$ cat src/rtl/ps2_char_buffer_if.sv
// Handshake bundle between the PS/2 front end, the display read port and ps2_char_buffer.
// master drives key codes and read requests; slave is the buffer.
interface ps2_char_buffer_if #(
    parameter int IDX_W = 4
);
    logic [7:0]     PS2_code;
    logic           PS2_code_ready;
    logic           PS2_make_code;
    logic [IDX_W-1:0] Rd_index;
    logic           Rd_valid;
    logic [5:0]     Rd_char;
    logic [IDX_W:0] Char_count;
    logic           Buffer_full;
    logic           Overflow;

    modport master (
        output PS2_code, PS2_code_ready, PS2_make_code, Rd_index, Rd_valid,
        input  Rd_char, Char_count, Buffer_full, Overflow
    );
    modport slave (
        input  PS2_code, PS2_code_ready, PS2_make_code, Rd_index, Rd_valid,
        output Rd_char, Char_count, Buffer_full, Overflow
    );
endinterface

$ cat src/rtl/ps2_char_buffer.sv
// Text line buffer: PS/2 make codes -> char_rom addresses, stored in a NUM_CHARS entry line
// with backspace, enter-to-clear sweep and a registered read port for the display stage.
module ps2_char_buffer #(
    parameter int NUM_CHARS = 16,
    parameter int IDX_W     = 4
) (
    input  logic Clock_50,
    input  logic Reset,
    ps2_char_buffer_if.slave bus
);
    localparam logic [5:0]       SPACE    = 6'o40;
    localparam logic [IDX_W:0]   FULL_CNT = (IDX_W+1)'(NUM_CHARS);
    localparam logic [IDX_W-1:0] LAST_IDX = IDX_W'(NUM_CHARS - 1);

    typedef enum logic {IDLE, CLEAR} state_e;

    state_e           state_q, state_d;
    logic [5:0]       mem_q [NUM_CHARS];
    logic [5:0]       mem_d [NUM_CHARS];
    logic [IDX_W-1:0] wr_ptr_q, wr_ptr_d;
    logic [IDX_W-1:0] clr_idx_q, clr_idx_d;
    logic [IDX_W:0]   count_q, count_d;
    logic             ovf_q, ovf_d;
    logic             ready_q, ready_d;
    logic [5:0]       rd_char_q, rd_char_d;

    logic       key_evt, printable, is_bs, is_enter, full;
    logic [5:0] key_char;

    // Returns {printable, char_rom address}; non-printable codes give 0.
    function automatic logic [6:0] xlat(input logic [7:0] c);
        case (c)
            8'h45: xlat = {1'b1, 6'o60};  8'h16: xlat = {1'b1, 6'o61};
            8'h1E: xlat = {1'b1, 6'o62};  8'h26: xlat = {1'b1, 6'o63};
            8'h25: xlat = {1'b1, 6'o64};  8'h2E: xlat = {1'b1, 6'o65};
            8'h36: xlat = {1'b1, 6'o66};  8'h3D: xlat = {1'b1, 6'o67};
            8'h3E: xlat = {1'b1, 6'o70};  8'h46: xlat = {1'b1, 6'o71};
            8'h1C: xlat = {1'b1, 6'o01};  8'h32: xlat = {1'b1, 6'o02};
            8'h21: xlat = {1'b1, 6'o03};  8'h23: xlat = {1'b1, 6'o04};
            8'h24: xlat = {1'b1, 6'o05};  8'h2B: xlat = {1'b1, 6'o06};
            8'h34: xlat = {1'b1, 6'o07};  8'h33: xlat = {1'b1, 6'o10};
            8'h43: xlat = {1'b1, 6'o11};  8'h3B: xlat = {1'b1, 6'o12};
            8'h42: xlat = {1'b1, 6'o13};  8'h4B: xlat = {1'b1, 6'o14};
            8'h3A: xlat = {1'b1, 6'o15};  8'h31: xlat = {1'b1, 6'o16};
            8'h44: xlat = {1'b1, 6'o17};  8'h4D: xlat = {1'b1, 6'o20};
            8'h15: xlat = {1'b1, 6'o21};  8'h2D: xlat = {1'b1, 6'o22};
            8'h1B: xlat = {1'b1, 6'o23};  8'h2C: xlat = {1'b1, 6'o24};
            8'h3C: xlat = {1'b1, 6'o25};  8'h2A: xlat = {1'b1, 6'o26};
            8'h1D: xlat = {1'b1, 6'o27};  8'h22: xlat = {1'b1, 6'o30};
            8'h35: xlat = {1'b1, 6'o31};  8'h1A: xlat = {1'b1, 6'o32};
            8'h29: xlat = {1'b1, SPACE};
            default: xlat = 7'd0;
        endcase
    endfunction

    always_comb begin
        key_evt               = bus.PS2_code_ready & ~ready_q & bus.PS2_make_code;
        {printable, key_char} = xlat(bus.PS2_code);
        is_bs                 = (bus.PS2_code == 8'h66);
        is_enter              = (bus.PS2_code == 8'h5A);
        full                  = (count_q == FULL_CNT);

        state_d   = state_q;
        mem_d     = mem_q;
        wr_ptr_d  = wr_ptr_q;
        clr_idx_d = clr_idx_q;
        count_d   = count_q;
        ovf_d     = ovf_q;
        ready_d   = bus.PS2_code_ready;
        // Read sees pre-edge contents, so a same-cycle write returns the old entry.
        rd_char_d = bus.Rd_valid ? mem_q[bus.Rd_index] : SPACE;

        case (state_q)
            IDLE: begin
                if (key_evt) begin
                    if (printable) begin
                        if (full) begin
                            ovf_d = 1'b1;
                        end else begin
                            mem_d[wr_ptr_q] = key_char;
                            wr_ptr_d        = wr_ptr_q + IDX_W'(1);
                            count_d         = count_q + (IDX_W+1)'(1);
                        end
                    end else if (is_bs) begin
                        if (count_q != '0) begin
                            mem_d[wr_ptr_q - IDX_W'(1)] = SPACE;
                            wr_ptr_d = wr_ptr_q - IDX_W'(1);
                            count_d  = count_q - (IDX_W+1)'(1);
                        end
                    end else if (is_enter) begin
                        state_d   = CLEAR;
                        clr_idx_d = '0;
                    end
                end
            end
            CLEAR: begin
                // Key events are dropped for the whole sweep.
                mem_d[clr_idx_q] = SPACE;
                clr_idx_d        = clr_idx_q + IDX_W'(1);
                if (clr_idx_q == LAST_IDX) begin
                    state_d  = IDLE;
                    wr_ptr_d = '0;
                    count_d  = '0;
                    ovf_d    = 1'b0;
                end
            end
            default: state_d = IDLE;
        endcase
    end

    always_ff @(posedge Clock_50) begin
        if (Reset) begin
            state_q   <= IDLE;
            for (int i = 0; i < NUM_CHARS; i++) mem_q[i] <= SPACE;
            wr_ptr_q  <= '0;
            clr_idx_q <= '0;
            count_q   <= '0;
            ovf_q     <= 1'b0;
            ready_q   <= 1'b0;
            rd_char_q <= SPACE;
        end else begin
            state_q   <= state_d;
            mem_q     <= mem_d;
            wr_ptr_q  <= wr_ptr_d;
            clr_idx_q <= clr_idx_d;
            count_q   <= count_d;
            ovf_q     <= ovf_d;
            ready_q   <= ready_d;
            rd_char_q <= rd_char_d;
        end
    end

    assign bus.Rd_char     = rd_char_q;
    assign bus.Char_count  = count_q;
    assign bus.Buffer_full = full;
    assign bus.Overflow    = ovf_q;
endmodule

$ cat src/flat_wrapper.sv
// flat-port wrapper written by rule: the top's interface ports become plain ports
module ps2_char_buffer_flat 
#(
    parameter int NUM_CHARS = 16,
    parameter int IDX_W     = 4
)
  (Clock_50, Reset, bus_PS2_code, bus_PS2_code_ready, bus_PS2_make_code, bus_Rd_index, bus_Rd_valid, bus_Rd_char, bus_Char_count, bus_Buffer_full, bus_Overflow);
  ps2_char_buffer_if #(.IDX_W(IDX_W)) bus_i ();
  input  logic Clock_50;
  input  logic Reset;
  input wire logic [$bits(bus_i.PS2_code)-1:0] bus_PS2_code;
  input wire logic [$bits(bus_i.PS2_code_ready)-1:0] bus_PS2_code_ready;
  input wire logic [$bits(bus_i.PS2_make_code)-1:0] bus_PS2_make_code;
  input wire logic [$bits(bus_i.Rd_index)-1:0] bus_Rd_index;
  input wire logic [$bits(bus_i.Rd_valid)-1:0] bus_Rd_valid;
  output wire logic [$bits(bus_i.Rd_char)-1:0] bus_Rd_char;
  output wire logic [$bits(bus_i.Char_count)-1:0] bus_Char_count;
  output wire logic [$bits(bus_i.Buffer_full)-1:0] bus_Buffer_full;
  output wire logic [$bits(bus_i.Overflow)-1:0] bus_Overflow;
  assign bus_i.PS2_code = bus_PS2_code;
  assign bus_i.PS2_code_ready = bus_PS2_code_ready;
  assign bus_i.PS2_make_code = bus_PS2_make_code;
  assign bus_i.Rd_index = bus_Rd_index;
  assign bus_i.Rd_valid = bus_Rd_valid;
  assign bus_Rd_char = bus_i.Rd_char;
  assign bus_Char_count = bus_i.Char_count;
  assign bus_Buffer_full = bus_i.Buffer_full;
  assign bus_Overflow = bus_i.Overflow;
  ps2_char_buffer #(.NUM_CHARS(NUM_CHARS), .IDX_W(IDX_W)) u_core (.Clock_50(Clock_50), .Reset(Reset), .bus(bus_i));
endmodule
$ cat config.mk
export PLATFORM = sky130hd
export DESIGN_NAME = ps2_char_buffer_flat
export DESIGN_NICKNAME = d
export VERILOG_FILES = /design/src/rtl/ps2_char_buffer_if.sv /design/src/rtl/ps2_char_buffer.sv /design/src/flat_wrapper.sv
export SDC_FILE = /design/constraint.sdc
export NUM_CORES = 1
export LEC_CHECK = 0
export CAP_MARGIN = 40
export CORE_ASPECT_RATIO = 1.4
export CORE_MARGIN = 5
export CORE_UTILIZATION = 45
export DETAILED_ROUTE_END_ITERATION = 10
export MAX_ROUTING_LAYER = met4
export PLACE_DENSITY = 0.63
export SLEW_MARGIN = 20
export SYNTH_ARGS = -nofsm -noshare
export SYNTH_HDL_FRONTEND = slang
export SYNTH_SLANG_ARGS = --single-unit
export TNS_END_PERCENT = 1
$ cat constraint.sdc
create_clock -name Clock_50 -period 4.4 [get_ports Clock_50]
set_clock_uncertainty 0.15 [all_clocks]
set_input_delay 0.88 -clock Clock_50 [delete_from_list [all_inputs] [get_ports Clock_50]]
set_output_delay 0.88 -clock Clock_50 [all_outputs]
set_load 0.01 [all_outputs]
==> results of run 1 <==
-- metal layers --
| layer | part of all wire | vias to the layer above | track usage |
|---|---|---|---|
| met5 | 0 | - | - |
| met4 | 0.060 | 0 | 0.146 |
| met3 | 0.055 | 99 | 0.0460 |
| met2 | 0.50 | 318 | 0.441 |
| met1 | 0.39 | 3308 | 0.325 |
| li1 | - | 3045 | - |
-- through the flow --
stage | hold WS, ns | setup WS [ns] | std cells
6_report | 0.300 | 0.621 | 1017
5_1_grt | 0.325 | 0.387 | 1017
4_1_cts | 0.298 | 0.609 | 1017
3_5_place_dp | 0.289 | 0.185 | 985
3_3_place_gp | 0.281 | 0.209 | 985
2_1_floorplan | 0.268 | 0.540 | 768
-- cells in the mapped netlist, drive strengths merged (3+ instances only) --
cell type / n / area [µm²]
a2111oi: 5 / 51.3
nand3b: 5 / 37.5
o221ai: 3 / 26.3
or4: 3 / 22.5
o21ai: 22 / 110
dfxtp: 118 / 2360
clkbuf: 35 / 131
a32o: 16 / 160
a211oi: 8 / 72.6
o2bb2ai: 23 / 201
buf: 27 / 158
nor4: 4 / 31.3
nor2: 44 / 173
a22oi: 10 / 75.1
a41oi: 3 / 26.3
a31o: 5 / 43.8
mux2i: 10 / 100
a31oi: 14 / 93.8
nand3: 22 / 110
o31a: 4 / 35.0
mux2: 4 / 45.0
nand2b: 10 / 62.6
a311oi: 6 / 76.3
nor2b: 18 / 113
o211ai: 7 / 52.6
o32ai: 9 / 78.8
nor3: 19 / 105
and3: 7 / 43.8
a211o: 6 / 52.6
a221oi: 3 / 26.3
a21oi: 54 / 330
o31ai: 3 / 22.5
o311ai: 3 / 26.3
o22ai: 8 / 50.1
a21o: 9 / 67.6
inv: 32 / 120
a2bb2o: 4 / 40.0
a22o: 34 / 298
and2: 8 / 50.1
nand2: 60 / 225
or3: 6 / 42.5
mux4: 32 / 721
ha: 17 / 213
xnor2: 4 / 35.0
-- power by group --
part           switching [µW]  leakage, µW  internal [µW]
clock network             546     0.000307            967
logic                     221      0.00188            136
registers                10.5     0.000952           1080
total                     778      0.00314           2180
-- cells by family after synthesis --
logic type,count (synthesis)
AOI/OAI and AO/OA,273
xor gates and xnor gates,6
adders and majority gates,18
buffers and inverters,95
DFF,118
muxes,46
and+or+nand+nor,212
-- area by class of cell --
| cell class | instances | area [µm²] | share of cell area |
|---|---|---|---|
| clock inverter | 14 | 198 | 0.0234 |
| inverter | 33 | 124 | 0.0147 |
| clock buffer | 18 | 439 | 0.0520 |
| timing repair buffer | 83 | 716 | 0.0847 |
| multi-input combinational | 555 | 4360 | 0.516 |
| tap | 196 | 245 | 0.0290 |
| sequential | 118 | 2360 | 0.280 |
-- worst paths after layout --
| path | cells after the start | slack [ns] | end |
|---|---|---|---|
| worst max-delay path | 14 | 0.62 | u_core.bus.Char_count[4] |
| worst min register to register | 2 | 0.30 | u_core.mem_q[77] |
| worst min-delay path | 2 | 0.30 | u_core.mem_q[77] |
| worst max register to register | 8 | 1.08 | u_core.mem_q[88] |
-- flip-flops by register name (all words and copies together), names as in the netlist --
| register | flops |
|---|---|
| u_core.mem_q | 96 |
| u_core.state_q | 1 |
| u_core.bus.Overflow | 1 |
| u_core.ready_q | 1 |
| u_core.bus.Rd_char | 6 |
| u_core.wr_ptr_q | 4 |
| u_core.clr_idx_q | 4 |
| u_core.bus.Char_count | 5 |
-- worst max-delay path, cell delays in order --
cell and delay [ns]:
clkdlybuf4s50_1 0.43, buf_4 0.17, ha_1 0.22, nand2b_1 0.17, a311oi_2 0.37, a211oi_4 0.08, nor2_2 0.25, inv_2 0.10
ha_1 0.33, a21o_1 0.19, a21oi_1 0.17, xnor2_1 0.09, or4_1 0.39, a31oi_1 0.13
==> results.py, run 1 <==
metrics = {
    "status": {
        "status": "complete, no violations",
    },
    "finish": {
        "final_common_cell": "dfxtp_1",
        "fin_nets": 843,
        "final_cell_mix": "dfxtp_1 (118), nand2_1 (60), buf_4 (52)",
        "n_fill_cell": 1437,
        "stdcell_area_mm2": 0.00845,
        "antenna_cells": 0,
        "area_growth_pct": 18.3,
        "fin_util": 0.541,
        "drive_gt1_frac": 0.194,
    },
    "placement": {
        "numPortBuffers": 29,
        "placed_area_mm2": 0.00781,
        "routabilityCongestion": 1.02,
        "hpwl_mm": 18.1,
    },
    "clock_network": {
        "cts_setup_buffers": 0,
        "tritoncts": "done",
        "h-tree-depth": 4,
        "clkSinkCount": 118,
        "path_clk_slew_ns": 0.06,
        "clockRootBuffer": "clkbuf_16",
        "clk_latency_ns": 0.43,
        "cts_max_path_buffers": 2,
        "ctsHoldBuffers": 0,
        "cts_buffers": 17,
        "post_cts_resized": 0,
    },
    "synth": {
        "syn-num-nets": 803,
        "synth.area.mux_share": 0.121,
        "syn-mean-instance-area_um2": 9.29,
        "syn_inst": 768,
        "synth_ff_type": "dfxtp_1",
        "synth_top_family_by_area": "compound AO/OA/AOI/OAI gates",
        "synthAdderAreaFrac": 0.0326,
        "ys_types": 79,
        "synth_compound_area_frac": 0.301,
        "synth_edf_count": 0,
        "synth_simple_gate_area_frac": 0.149,
        "ys_seq_area_frac": 0.331,
        "ys_warn_count": 0,
        "syn_area_mm2": 0.00714,
        "synth_xor_area_frac": 0.00736,
        "ys_async_sr_fraction": 0,
        "synth_seq_cells": 118,
    },
    "floorplanning": {
        "pin_count": 30,
        "rows": 54,
        "die_w_um": 116,
        "core_area_mm2": 0.0156,
        "dieArea_mm2": 0.0185,
        "die_h_um": 159,
        "start_util": 0.457,
    },
    "detailed_routing": {
        "wl_per_cell_um": 24.2,
        "vias": 6770,
        "first_pass_iters": 6,
        "drtIter0Drc": 725,
        "route.detailed.drc": 0,
        "vias_per_cell": 6.66,
        "wirelength_mm": 24.6,
        "ant_nets": 0,
    },
    "timing": {
        "tns_ns": 0,
        "setup_viol": 0,
        "max_slew_margin": 0.442,
        "rsz0062_at_grt": "false",
        "tightest_slew_ns": 0.832,
        "drv_slew": 0,
        "fin_crit_sh": 0.859,
        "fin_crit_ns": 3.78,
        "fmax_mhz": 265,
        "hold_viol": 0,
    },
    "min_path": {
        "hold_class": "flop to flop",
        "min-delay-start": "u_core.mem_q[77]",
    },
    "setup_path": {
        "required_ns": 4.60,
        "worst_setup_path_end_kind": "flop",
        "critical_path.startpoint": "bus_PS2_code[0]",
        "cp-start-kind": "input pin",
        "worstSetupPathType": "input pin to flop",
        "crit_fanout": 7,
        "reg2reg_from": "u_core.wr_ptr_q[0]",
        "arrival_ns": 3.98,
    },
    "pwr": {
        "ir_drop_uv": 487,
        "pwr_density_cell_mw_per_mm2": 350,
        "report.power.total_uw": 2960,
        "p_leak_uw": 0.00314,
    },
    "grt": {
        "grt_max_degree": 52,
        "globalRouteTotalUtil": 0.275,
        "grt_antenna_before_repair": 0,
        "grt_overflow_total": 0,
        "grt_pass1_wl_mm": 38.3,
        "grt_pass1_vias": 6660,
    },
    "run": {
        "cap_violations": 0,
    },
}
Power figures use the tool's default switching activity.
==> run 2, diff against run 1 <==
--- a/config.mk
+++ b/config.mk
@@ -7,7 +7,7 @@
 export LEC_CHECK = 0
 export CAP_MARGIN = 40
 export CORE_ASPECT_RATIO = 1.4
-export CORE_MARGIN = 5
+export CORE_MARGIN = 1
 export CORE_UTILIZATION = 45
 export DETAILED_ROUTE_END_ITERATION = 10
 export MAX_ROUTING_LAYER = met4
==> results.py, run 2 (same netlist as run 1, synthesis figures left out) <==
metrics = {
    "status": {
        "status": "complete, no violations",
    },
    "detailed_routing": {
        "drtIter0Drc": 616,
        "route.detailed.drc": 0,
        "vias": 6757,
        "ant_nets": 0,
        "first_pass_iters": 5,
        "wirelength_mm": 25.3,
        "wl_per_cell_um": 24.9,
        "vias_per_cell": 6.63,
    },
    "pwr": {
        "ir_drop_uv": 275,
        "pwr_density_cell_mw_per_mm2": 343,
        "p_leak_uw": 0.00315,
    },
    "clock_network": {
        "h-tree-depth": 4,
        "tritoncts": "done",
        "ctsHoldBuffers": 0,
        "post_cts_resized": 0,
        "clk_latency_ns": 0.43,
        "path_clk_slew_ns": 0.06,
        "cts_setup_buffers": 0,
        "clockRootBuffer": "clkbuf_16",
        "cts_buffers": 17,
        "clkSinkCount": 118,
        "cts_max_path_buffers": 2,
    },
    "setup_path": {
        "worstSetupPathType": "input pin to flop",
        "cp_slowest_cell": "clkdlybuf4s50_1",
        "r2r_slack_ns": 1.29,
        "reg2reg_from": "u_core.wr_ptr_q[0]",
        "required_ns": 4.60,
        "path_buf_inv": 4,
        "path_cells": "clkdlybuf4s50_1, inv_1, ha_1, a21oi_1, a311oi_2, a211oi_4, nor2_2, inv_2, buf_4, ha_1, a21oi_1, xnor2_1, or4_1, a31oi_1",
        "cp-start-kind": "input pin",
        "cp_num_cells": 14,
        "critical_path.startpoint": "bus_PS2_code[0]",
        "r2r_end": "u_core.mem_q[17]",
        "worst_setup_path_end_kind": "flop",
        "cpPeakStageDelay_ns": 0.48,
        "arrival_ns": 4.00,
        "critPathCapture": "u_core.bus.Char_count[4]",
        "cpLargestDelayFamily": "compound AO/OA/AOI/OAI gates",
        "r2r_cells": 10,
        "crit_fanout": 11,
    },
    "floorplanning": {
        "start_util": 0.459,
        "pin_count": 30,
        "dieArea_mm2": 0.0164,
        "die_h_um": 151,
        "core_area_mm2": 0.0155,
        "die_w_um": 108,
        "rows": 54,
    },
    "finish": {
        "finalNonFillerCells": 1019,
        "fin_nets": 845,
        "antenna_cells": 0,
        "largest_register": "u_core.mem_q",
        "final_common_cell": "dfxtp_1",
        "area_growth_pct": 18.3,
        "final_cell_mix": "dfxtp_1 (118), nand2_1 (60), buf_4 (53)",
        "drive_gt1_frac": 0.194,
        "largest_register_ffs": 96,
        "fin_util": 0.543,
    },
    "timing": {
        "hold_viol": 0,
        "fmax_mhz": 263,
        "drv_slew": 0,
        "rsz0062_at_grt": "false",
        "tns_ns": 0,
        "fin_crit_ns": 3.80,
        "setup_viol": 0,
        "fin_crit_sh": 0.865,
        "max_slew_margin": 0.386,
        "tightest_slew_ns": 0.910,
    },
    "grt": {
        "grt_max_degree": 52,
        "globalRouteTotalUtil": 0.335,
        "grt_antenna_before_repair": 0,
        "grt_overflow_total": 0,
        "grt_pass1_vias": 6729,
        "grt_pass1_wl_mm": 39.5,
    },
    "placement": {
        "numPortBuffers": 29,
        "hpwl_mm": 18.5,
        "routabilityCongestion": 0.878,
        "post-place-cells": 987,
    },
    "min_path": {
        "hold_class": "flop to flop",
    },
    "run": {
        "cap_violations": 0,
    },
}
-- run 2: where the power goes --
group          leakage, µW  total, µW  internal, µW  switching (µW)
clock             0.000299       1440           896             548
combinational      0.00189        363           138             225
sequential        0.000952       1090          1080            10.5
total              0.00315       2890          2110             784
-- run 2: how the worst min path moves through the flow --
stage	end	startpoint	depth (start not counted)
2_1_floorplan	u_core.mem_q[77]	u_core.mem_q[77]	2
3_3_place_gp	u_core.mem_q[15]	u_core.mem_q[15]	1
3_5_place_dp	u_core.mem_q[4]	u_core.mem_q[4]	1
4_1_cts	u_core.mem_q[4]	u_core.mem_q[4]	1
5_1_grt	u_core.mem_q[21]	u_core.mem_q[21]	1
6_report	u_core.mem_q[38]	u_core.mem_q[38]	1
-- run 2: area by class of cell --
cell class | count | area (µm²)
Timing Repair Buffer | 85 | 743
Clock inverter | 14 | 175
Inverter | 33 | 124
Sequential cell | 118 | 2360
Tap cell | 196 | 245
Multi-Input combinational cell | 555 | 4360
Clock buffer | 18 | 429
Fill cell | 1430 | 7100
-- run 2: metrics by stage --
step	cell area (µm²)	hold WS [ns]	total power, µW	setup WS (ns)
3_3_place_gp	7840	0.290	1470	0.234
3_5_place_dp	7840	0.292	1470	0.167
6_report	8440	0.316	2890	0.596
2_1_floorplan	7140	0.268	1330	0.540
4_1_cts	8440	0.309	2890	0.606
5_1_grt	8440	0.328	2970	0.331
-- run 2: per-layer routing --
metal	GRT usage	share of wire
met1	0.390	0.40
met2	0.553	0.50
met3	0.0439	0.050
met4	0.191	0.054
met5	-	0
